File: src/rtl/sw_debounce.sv
// Ten-channel slide-switch debouncer.
// Each raw switch level passes through a two-flop synchronizer. A per-bit
// counter then measures how long the synchronized level has disagreed with
// the debounced output. The output bit only follows the synchronized level
// after DEBOUNCE_CYCLES consecutive disagreeing edges. A registered strobe
// and mask report which bits updated at the most recent edge.
module sw_debounce #(
  parameter int unsigned DEBOUNCE_CYCLES = 500000
) (
  input  logic       CLOCK_50,
  input  logic       reset,
  input  logic [9:0] SW_raw,
  output logic [9:0] SW,
  output logic       changed,
  output logic [9:0] change_mask
);

  // Counter width is ceil(log2(DEBOUNCE_CYCLES)).
  // The counter never needs to hold DEBOUNCE_CYCLES itself.
  localparam int unsigned CW = (DEBOUNCE_CYCLES > 1) ? $clog2(DEBOUNCE_CYCLES) : 1;
  localparam logic [CW-1:0] CNT_MAX = CW'(DEBOUNCE_CYCLES - 1);
  localparam logic [CW-1:0] CNT_ZERO = {CW{1'b0}};
  localparam logic [CW-1:0] CNT_ONE = CW'(1);

  logic [9:0]    s1_r;
  logic [9:0]    s2_r;
  logic [CW-1:0] cnt_r    [10];
  logic [CW-1:0] cnt_next [10];
  logic [9:0]    sw_next;
  logic [9:0]    mask_next;

  // Per-bit debounce decision: clear on agreement, count on disagreement, accept at terminal count
  always_comb begin
    for (int i = 0; i < 10; i++) begin
      cnt_next[i]  = cnt_r[i];
      sw_next[i]   = SW[i];
      mask_next[i] = 1'b0;
      if (s2_r[i] == SW[i]) begin
        cnt_next[i] = CNT_ZERO;
      end else if (cnt_r[i] == CNT_MAX) begin
        // Terminal count: accept the new level and restart the counter.
        // Restarting also means the counter can never wrap.
        sw_next[i]   = s2_r[i];
        cnt_next[i]  = CNT_ZERO;
        mask_next[i] = 1'b1;
      end else begin
        cnt_next[i] = cnt_r[i] + CNT_ONE;
      end
    end
  end

  // State registers: synchronizer chain, counters, stable outputs and change strobe
  always_ff @(posedge CLOCK_50) begin
    if (reset) begin
      s1_r        <= 10'h000;
      s2_r        <= 10'h000;
      SW          <= 10'h000;
      change_mask <= 10'h000;
      changed     <= 1'b0;
      for (int i = 0; i < 10; i++) begin
        cnt_r[i] <= CNT_ZERO;
      end
    end else begin
      // s1 -> s2 is a direct flop-to-flop path for metastability settling.
      s1_r        <= SW_raw;
      s2_r        <= s1_r;
      SW          <= sw_next;
      change_mask <= mask_next;
      changed     <= |mask_next;
      for (int i = 0; i < 10; i++) begin
        cnt_r[i] <= cnt_next[i];
      end
    end
  end

endmodule

File: config.mk
export PLATFORM = sky130hd
export DESIGN_NAME = sw_debounce
export DESIGN_NICKNAME = d
export VERILOG_FILES = /design/src/rtl/sw_debounce.sv
export SDC_FILE = /design/constraint.sdc
export NUM_CORES = 1
export LEC_CHECK = 0
export CAP_MARGIN = 25
export CORE_MARGIN = 1
export CORE_UTILIZATION = 67
export CTS_CLUSTER_DIAMETER = 150
export CTS_CLUSTER_SIZE = 14
export DETAILED_ROUTE_END_ITERATION = 6
export DONT_BUFFER_PORTS = 1
export PLACE_DENSITY_LB_ADDON = 0.12
export SYNTH_ARGS = -nofsm -noshare
export SYNTH_HDL_FRONTEND = slang
export SYNTH_SLANG_ARGS = --single-unit
File: constraint.sdc
create_clock -name CLOCK_50 -period 3.8 [get_ports CLOCK_50]
set_input_delay 0.57 -clock CLOCK_50 [delete_from_list [all_inputs] [get_ports CLOCK_50]]
set_output_delay 0.57 -clock CLOCK_50 [all_outputs]
set_load 0.05 [all_outputs]
* Word level (Yosys, flattened, before mapping)
Memories as Yosys holds them, arrays and structs flattened.
Cells that the tools add are included.
** Storage, ports and cells
- Flip-flop bits (word level) :: 41
- RAM bits :: 190
- Bits of input ports :: 12
- Output and inout port bits :: 21
- Word-level logic and storage cells :: 129
- Memories kept :: 1
** Memory list
- cnt_r :: words 10, width 19, read ports 10, clocked after memory_dff 0, wr ports 10, RTL line 27 : logic [CW-1:0] cnt_r [10];
** Cells by class
- Add/sub/neg operators :: 10
- Eq/ne operators :: 20
- Multiplexer cells :: 53
- Bitwise logic cells :: 20
- Reductions and logical operators :: 11
** Operator list (count)
- $mux W19 :: 30
- $add A19 B1 Y19 const B :: 10
- $eq A19 B19 Y1 const B :: 10
- $mux W1 :: 23
- $reduce_and A2 Y1 :: 10
- $eq A1 B1 Y1 :: 10
- $not A1 Y1 :: 10
- $or A1 B1 Y1 :: 10
- $reduce_or A10 Y1 :: 1

* Logic depth before layout (Yosys ltp)
- Word-level depth :: 4
- Gate-level depth with buffers :: 8

* Worst setup path before layout
No wires, ideal clock.
- Kind :: register -> register
- Start point :: memory cnt_r[5][0] (netlist bit)
- End point :: memory cnt_r[5][10] (netlist bit)
- Setup time :: 64 ps
- Arrival :: 1697 ps
- Data required time :: 3736 ps
- Slack :: 2039 ps
- Cell stages (with the launch flop) :: 9
- Path buffers :: 2
- Clock period less this slack :: 1761 ps
- Cell sequence :: dfxtp_1 ha_1 and3_1 nand4_1 nor2_1 or3_1 buf_2 buf_2 nor2_1
** RTL lines (RTL line)
- start: declaration :: 27

==> impl_metrics.ini <==
[cts]
ctsLongestPathBuffers = 3
ctsHtreeMaxLevel = 1
cts_inserted_buffers = 20
ctsResizeCount = 0
clock_sink_count = 231
hold_buffers = 0
clockRootBuffer = clkbuf_16
cts_tree = built
cts_setup_buffers = 0
clk_pin_slew_ps = 60
worst_skew_pair.late_latency_ps = 490

[sta]
layout_min_cycle_time_ps = 2100
setup_viol = 0
setup_tns_ps = 0
slew-limit-headroom_pct = 53.8
hold_viol_final = 0
finalCritPeriodShare_pct = 55.3
tightest_slew_ps = 693
hold_slack_final_ps = 151
max_freq_mhz = 476
grt_setup_unrepaired = false
drv_slew = 0
worst_clock_skew_ps = 18.9

[die]
initial_cell_density_of_the_core_pct = 69.0
dieArea_um2 = 14900
num_rows = 43
core_area_um2 = 14000
chipHeight_um = 122
die_width_um = 122
ioPinCount = 33

[global_routing]
grt_usage_pct = 22.4
grt_pass1_vias = 6217
grt_pass1_wl_um = 27800
grt_antenna_before_repair = 0
grt_overflow = 0
grt_start_max_net_pins = 49

[place]
detailed_place_hpwl_um = 10600
dp.cells = 1231
gp_routability_congestion = 0.817
io_buffers = 0
placement.cell_area_um2 = 9720

[yosys]
synth-edff-count = 0
dominant_cells_by_area_after_synthesis = dfxtp_1, nor2_1, xnor2_1
synth.cells.most_frequent = nor2_1, dfxtp_1, xnor2_1
fraction_of_synthesized_cell_area_taken_by_the_top_area_cell_type_pct = 47.9
synth_most_common_cell = nor2_1
yosys.cell_types.count = 46
primary_flip_flop_cell_chosen_by_synthesis_mapping = dfxtp_1
postSynthAreaPerCell_um2 = 8.98
ys_ff_latch = 231
mapped_cell_area_um2 = 9650
async_flop_share_pct = 0
synth.net_count = 1097
synth_seq_area_share_pct = 47.9
post-synth-top-area-cell = dfxtp_1
yosysWarnings = 0
post_synth_inst_count = 1075

[cells_and_area]
drive_gt1_share_pct = 3.54
antennaDiodeCount = 0
final.fill_count = 1072
finalNetCount = 1095
multi_input_gate_area_in_the_final_layout_um2 = 4770
stdcell_area_um2 = 10300
synthToLayoutAreaGrowth_pct = 6.21
final_cell_count_no_fill = 1253
area_taken_by_flip_flops_and_latches_um2 = 4620

[drt]
detail_route.wirelength_um = 16100
detailedRoute.firstIterationViolations = 419
detail_route.wl_per_cell_um = 12.9
first_pass_iters = 5
route.vias.total = 6806
vias_per_cell = 5.43
drc_errors = 0
drtAntennaViolNets = 0

[worst_setup_path]
setup_crit_path_kind = reg2reg
cp-end-kind = flop
worst_ep_required_time_ps = 4160
startpoint_type = flop
worst-r2r-setup-slack_ps = 1700
critical_path_arrival_ps = 2460
critical_path_peak_fanout = 19

[worst_hold_path]
worst_hold_path_type = in2reg

[power_and_ir_drop]
power.static_leakage_nw = 3.19
vdd_drop_max_mv = 0.352
power_density_nw_per_um2 = 416
design_power_total_mw = 4.26

[outcome]
outcome = completed

[job]
cap_viol_max_count = 0
final cells by class:
cell class              count  area share, %
well taps                 180           2.20
clock inverters             1         0.0854
clock buffers              21           5.13
multi-input cells         793           46.5
flip-flops and latches    231           45.1
inverters                  27          0.989
cells by family after synthesis:
kind of cell               count (synthesis)  synth area share (%)
DFF                                      231                  47.9
buffers and inverters                     51                  2.71
AOI/OAI and AO/OA                         11                  1.04
muxes                                      8                 0.830
and+or+nand+nor                          585                  30.0
xor gates and xnor gates                 179                  16.2
adders and majority gates                 10                  1.30
registers in the layout, indices dropped and copies added (netlist names):
register and cells:
s2_r 10, changed 1, SW 10, cnt_r 190, s1_r 10, change_mask 10
metrics by stage:
| stage | worst slack, ps | utilization [%] |
|---|---|---|
| floorplan | 2040 | - |
| global placement | 1760 | 69.5 |
| detailed placement | 1670 | 69.5 |
| CTS | 1670 | 73.3 |
| global route | 1520 | 73.3 |
| finish | 1700 | 73.3 |
critical path, cell delays in order, from the launching register on:
cell and delay, ps:
dfxtp_1 350, ha_1 210, nand2_1 100, or4_4 550
nor2_2 110, or3_1 520, nor2_1 110
cell usage in the layout (no fill, tap or decap), types with 18 or more instances in the layout:
master     count
nand3_1       61
xor2_1        75
nor2_1       243
nor3_1        38
dfxtp_1      231
nand4_1       37
nand2_1       73
xnor2_1      104
inv_1         27
and3_1        22
nor4_1        18
nor2b_1       25
clkbuf_16     21
final timing paths:
path                                              from                     end  cells past startpoint
worst min register to register      s1_r[4]$_SDFF_PP0_      s2_r[4]$_SDFF_PP0_                      1
worst max-delay path            cnt_r[0][0]$_SDFF_PP0_  cnt_r[0][8]$_SDFF_PP0_                      6
worst max register to register  cnt_r[0][0]$_SDFF_PP0_  cnt_r[0][8]$_SDFF_PP0_                      6
worst min-delay path                             reset      s2_r[6]$_SDFF_PP0_                      1
metal layers:
metal	track usage, %	vias up	share of wire (%)
met5	0	-	0
met4	5.09	0	1.2
met3	4.03	19	4.2
met2	36.6	89	45
met1	30.6	3132	50
li1	-	3566	-
power breakdown:
part	internal (mW)	switching, mW
registers	2.43	0.00701
clock network	0.976	0.812
logic	0.0120	0.0228
No activity file was read; power rests on OpenSTA's default activity.
